`src/rtl/alu_sequencer.sv`:
```
// Initiator side of the ALU interface: decodes a request into an ALU control code,
// drives the ALU for one cycle (or 32 shift-add steps for MULTU) and holds the response.
module alu_sequencer #(
    parameter bit MUL_EN = 1'b1
) (
    input  logic        clk,
    input  logic        reset,
    input  logic        req_valid,
    output logic        req_ready,
    input  logic [1:0]  alu_op,
    input  logic [5:0]  funct,
    input  logic [31:0] op_a,
    input  logic [31:0] op_b,
    output logic        resp_valid,
    input  logic        resp_ready,
    output logic [31:0] resp_result,
    output logic [31:0] resp_hi,
    output logic        resp_zero,
    output logic        resp_err,
    output logic [31:0] alu_r1,
    output logic [31:0] alu_r2,
    output logic [3:0]  alu_controle,
    input  logic [31:0] alu_rst,
    input  logic        alu_zero
);

    localparam logic [1:0] S_IDLE = 2'd0;
    localparam logic [1:0] S_EXEC = 2'd1;
    localparam logic [1:0] S_MUL  = 2'd2;
    localparam logic [1:0] S_DONE = 2'd3;

    localparam logic [3:0] C_AND = 4'b0000;
    localparam logic [3:0] C_OR  = 4'b0001;
    localparam logic [3:0] C_ADD = 4'b0010;
    localparam logic [3:0] C_SUB = 4'b0110;
    localparam logic [3:0] C_SLT = 4'b0111;
    localparam logic [3:0] C_NOR = 4'b1100;
    localparam logic [3:0] C_ILL = 4'b1111;

    logic [1:0]  state;
    logic [31:0] a_q, b_q;
    logic [3:0]  code_q;
    logic        err_q;
    logic [31:0] p_hi, p_lo;
    logic [4:0]  cnt;

    logic [3:0]  dec_code;
    logic        dec_err;
    logic        dec_mul;

    logic        carry;
    logic [31:0] nxt_hi, nxt_lo;

    assign req_ready  = (state == S_IDLE);
    assign resp_valid = (state == S_DONE);

    always_comb begin
        dec_code = C_ILL;
        dec_err  = 1'b1;
        dec_mul  = 1'b0;
        case (alu_op)
            2'b00: begin dec_code = C_ADD; dec_err = 1'b0; end
            2'b01: begin dec_code = C_SUB; dec_err = 1'b0; end
            2'b10: begin
                case (funct)
                    6'b100100: begin dec_code = C_AND; dec_err = 1'b0; end
                    6'b100101: begin dec_code = C_OR;  dec_err = 1'b0; end
                    6'b100000: begin dec_code = C_ADD; dec_err = 1'b0; end
                    6'b100010: begin dec_code = C_SUB; dec_err = 1'b0; end
                    6'b101010: begin dec_code = C_SLT; dec_err = 1'b0; end
                    6'b100111: begin dec_code = C_NOR; dec_err = 1'b0; end
                    6'b011001: begin
                        if (MUL_EN) begin
                            dec_code = C_ADD;
                            dec_err  = 1'b0;
                            dec_mul  = 1'b1;
                        end
                    end
                    default: ;
                endcase
            end
            default: ;
        endcase
    end

    // One shift-add step: the ALU adds the partial high word; the adder carry
    // is recovered by an unsigned wrap test and shifted in at the top.
    assign carry  = (alu_rst < p_hi);
    assign nxt_hi = {carry, alu_rst[31:1]};
    assign nxt_lo = {alu_rst[0], p_lo[31:1]};

    always_comb begin
        alu_r1       = 32'd0;
        alu_r2       = 32'd0;
        alu_controle = C_AND;
        case (state)
            S_EXEC: begin
                alu_r1       = a_q;
                alu_r2       = b_q;
                alu_controle = code_q;
            end
            S_MUL: begin
                alu_r1       = p_hi;
                alu_r2       = p_lo[0] ? a_q : 32'd0;
                alu_controle = C_ADD;
            end
            default: ;
        endcase
    end

    always_ff @(posedge clk or posedge reset) begin
        if (reset) begin
            state       <= S_IDLE;
            a_q         <= 32'd0;
            b_q         <= 32'd0;
            code_q      <= C_AND;
            err_q       <= 1'b0;
            p_hi        <= 32'd0;
            p_lo        <= 32'd0;
            cnt         <= 5'd0;
            resp_result <= 32'd0;
            resp_hi     <= 32'd0;
            resp_zero   <= 1'b0;
            resp_err    <= 1'b0;
        end else begin
            case (state)
                S_IDLE: begin
                    if (req_valid) begin
                        a_q    <= op_a;
                        b_q    <= op_b;
                        code_q <= dec_code;
                        err_q  <= dec_err;
                        p_hi   <= 32'd0;
                        p_lo   <= op_b;
                        cnt    <= 5'd0;
                        state  <= dec_mul ? S_MUL : S_EXEC;
                    end
                end
                S_EXEC: begin
                    resp_result <= alu_rst;
                    resp_zero   <= alu_zero;
                    resp_hi     <= 32'd0;
                    resp_err    <= err_q;
                    state       <= S_DONE;
                end
                S_MUL: begin
                    p_hi <= nxt_hi;
                    p_lo <= nxt_lo;
                    cnt  <= cnt + 5'd1;
                    if (cnt == 5'd31) begin
                        resp_result <= nxt_lo;
                        resp_hi     <= nxt_hi;
                        resp_zero   <= ({nxt_hi, nxt_lo} == 64'd0);
                        resp_err    <= 1'b0;
                        state       <= S_DONE;
                    end
                end
                S_DONE: begin
                    if (resp_ready) state <= S_IDLE;
                end
                default: state <= S_IDLE;
            endcase
        end
    end

endmodule

```
`config.mk`:
```
export PLATFORM = sky130hd
export DESIGN_NAME = alu_sequencer
export DESIGN_NICKNAME = d
export VERILOG_FILES = /design/src/rtl/alu_sequencer.sv
export SDC_FILE = /design/constraint.sdc
export NUM_CORES = 1
export LEC_CHECK = 0
export ABC_AREA = 1
export BUFFER_PORTS_ARGS = -buffer_cell sky130_fd_sc_hd__buf_2
export CORE_AREA = 10 10 148 150
export CTS_CLUSTER_DIAMETER = 50
export CTS_CLUSTER_SIZE = 30
export DETAILED_ROUTE_END_ITERATION = 6
export DIE_AREA = 0 0 158 160
export PLACE_DENSITY_LB_ADDON = 0.08
export SYNTH_ARGS = -nofsm -noshare
export SYNTH_HDL_FRONTEND = slang
export SYNTH_SLANG_ARGS = --single-unit
```
`constraint.sdc`:
```
create_clock -name clk -period 13.1 [get_ports clk]
set_clock_uncertainty 0.2 [all_clocks]
set_input_delay 2.62 -clock clk [delete_from_list [all_inputs] [get_ports clk]]
set_output_delay 2.62 -clock clk [all_outputs]
set_load 0.01 [all_outputs]
```
==> results.py <==
metrics = {
    "min_path": {
        "worst_hold_path.endpoint": "resp_hi[15]",
        "min_from": "resp_hi[15]",
        "hp-class": "reg -> reg",
        "min_path_cells": 2,
    },
    "clocking": {
        "numCtsBuffers": 21,
        "cts_tree": "built",
        "clk_pin_slew_ns": 0.07,
        "cts.sinks": 206,
        "cts-hold-fix-buffers": 0,
        "root_buffer": "clkbuf_16",
        "clk_latency_ns": 0.51,
        "htreeDepth": 1,
        "post_cts_buffers": 0,
        "cts_max_path_buffers": 3,
        "cts_resized": 0,
    },
    "sta": {
        "min_period_over_period": 0.480,
        "fmaxAchievable_mhz": 159,
        "rsz0062_at_grt": "no",
        "setup_viol": 0,
        "period_minus_slack_ns": 6.29,
        "worst_hold_slack_ns": 0.276,
        "tns_ns": 0,
        "slew_violations": 0,
        "finalHoldViolations": 0,
        "worst_slew_pin_slew_ns": 1.18,
        "slew_headroom": 0.215,
    },
    "global_routing": {
        "grt_pass1_vias": 9442,
        "grt_max_degree": 137,
        "grt_pass1_wl_mm": 51.0,
        "track_usage": 0.250,
        "antenna_found_initial": 3,
        "grt-ovfl-total": 0,
    },
    "critical_path": {
        "endpoint_kind": "output port",
        "r2r_end": "resp_zero",
        "rr_worst_depth": 11,
        "path_class": "reg -> out",
        "reg2reg_from": "state[0]",
        "r2r_slack_ns": 8.06,
        "cp-start-kind": "register",
        "cp.arrival_ns": 3.47,
        "cp.required_ns": 10.28,
        "cp_max_fo": 78,
    },
    "routing": {
        "detail_route.wl_per_cell_um": 18.4,
        "drt_iter0_markers": 718,
        "vias_per_cell": 5.47,
        "dr.pass1.iters": 5,
        "ant_nets": 0,
        "via_count": 9722,
        "wirelength_mm": 32.8,
        "drc": 0,
    },
    "power_and_ir_drop": {
        "power.density_nw_per_um2": 262,
        "ir_worst_vdd_uv": 223,
        "leakagePower_nw": 6.16,
    },
    "run": {
        "maxCapViolations": 0,
    },
    "synthesis": {
        "ys_seq_area_frac": 0.500,
        "ys_types": 30,
        "postSynthCellCount": 1330,
        "avgSynthCellArea_um2": 7.75,
        "yosysWarnings": 0,
        "ys_seq_elements": 206,
        "syn_nets": 1477,
        "synth_area_um2": 10300,
    },
    "floorplan": {
        "rows": 51,
        "die_w_um": 158,
        "die-area_um2": 25300,
        "pin_count": 245,
        "core_area_um2": 19100,
        "initial_core_util": 0.540,
        "die_y_um": 160,
    },
    "cells_and_area": {
        "fin_util": 0.644,
        "drive_gt1_frac": 0.194,
        "fin_nets": 1670,
        "final_area_um2": 12300,
        "syn2layout_area_growth_pct": 19.3,
    },
    "outcome": {
        "outcome": "complete, no violations",
    },
    "place": {
        "dp_hpwl_mm": 23.5,
        "place.gp.congestion": 0.916,
        "port_buffers": 244,
        "dpl_cell_area_um2": 11600,
    },
}
==> cells in the final DEF, fill, tap and decap left out, types with 21 or more instances in the layout <==
cell type,count
nand2_1,495
buf_2,244
dfrtp_1,206
nor2_1,94
a21oi_1,88
inv_1,86
o21ai_0,69
a31oi_1,57
nand3_1,40
ha_1,36
o21ai_1,30
clkbuf_16,21
==> power by group <==
part / total, W / leakage (nW) / internal, W / switching (W)
Combinational: 0.00141 / 3.25 / 0.000468 / 0.000944
Sequential: 0.00118 / 2.57 / 0.000939 / 0.000246
Clock: 0.000628 / 0.348 / 0.000350 / 0.000277
==> cell type report <==
cell class / instances / area [um2]
timing repair buffer: 251 / 1270
multi-input combinational: 952 / 4480
clock buffer: 23 / 543
tap: 238 / 298
sequential: 206 / 5150
clock inverter: 15 / 184
inverter: 91 / 352
fill: 1752 / 6790
antenna: 2 / 5.00
==> through the flow <==
| stage | power [W] | setup slack (ns) | instances |
|---|---|---|---|
| after floorplan | 0.00211 | 4.66 | 1330 |
| after global placement | 0.00257 | 7.43 | 1738 |
| after detailed placement | 0.00260 | 7.39 | 1738 |
| after CTS | 0.00324 | 6.84 | 1776 |
| after global routing | 0.00347 | 6.60 | 1776 |
| final | 0.00323 | 6.81 | 1778 |
==> routing by layer <==
metal | part of all wire | vias to the layer above | wire length [um] | global-route usage
li1 | - | 4711 | - | -
met1 | 0.39 | 4618 | 12900 | 0.306
met3 | 0.072 | 60 | 2350 | 0.0462
met4 | 0.027 | 4 | 872 | 0.0716
met5 | 0.00064 | - | 21 | 0
met2 | 0.51 | 329 | 16600 | 0.438
==> worst max-delay path: stages, from the launching register on <==
cell and delay [ns]:
dfrtp_1 0.40, inv_1 0.17, ha_4 0.60, buf_4 0.78, inv_4 0.50, a21oi_1 0.27, buf_2 0.17
==> registers in the layout (all words and copies together), names as in the netlist <==
signal / count
code_q: 4
state: 2
p_hi: 32
b_q: 32
resp_err: 1
resp_zero: 1
cnt: 5
p_lo: 32
resp_hi: 32
err_q: 1
a_q: 32
resp_result: 32
==> kinds of logic after synthesis <==
logic type	after synthesis	share of synthesized area
AO/OA/AOI/OAI	258	0.137
adder cells (fa/ha/maj)	38	0.0461
buffers and inverters	172	0.0671
flip-flops	206	0.500
AND/OR/NAND/NOR	656	0.249
==> synth_stat cells <==
master    number  area, um2
a211oi_1       1       7.51
a21oi_1       88        440
a31oi_1       57        357
a32oi_1        1       8.76
buf_1         10       37.5
buf_2         29        145
buf_4          2       15.0
clkbuf_1      40        150
dfrtp_1      206       5150
ha_1          38        475
inv_1         88        330
inv_2          2       7.51
inv_4          1       6.26
nand2_1      496       1860
nand3_1       40        200
nand3b_1       2       15.0
nand4_1        5       31.3
nor2_1        94        353
nor2_2         2       12.5
nor3_1         8       40.0
nor3b_1        1       7.51
nor4_1         8       50.1
o211ai_1       1       7.51
o21a_1         1       7.51
o21ai_0       69        345
o21ai_1       30        150
o21ai_4        1       16.3
o221ai_1       7       61.3
o22ai_1        1       6.26
o31ai_1        1       7.51
==> worst max path at each step <==
stage,start,endpoint,cells past startpoint
floorplan,reset,a_q[0],1
global placement,state[0],alu_controle[1],6
detailed placement,state[0],alu_controle[1],6
CTS,state[0],alu_controle[1],6
global route,state[0],alu_controle[1],6
finish,state[0],alu_controle[1],6
(Power assumes the default switching activity.)
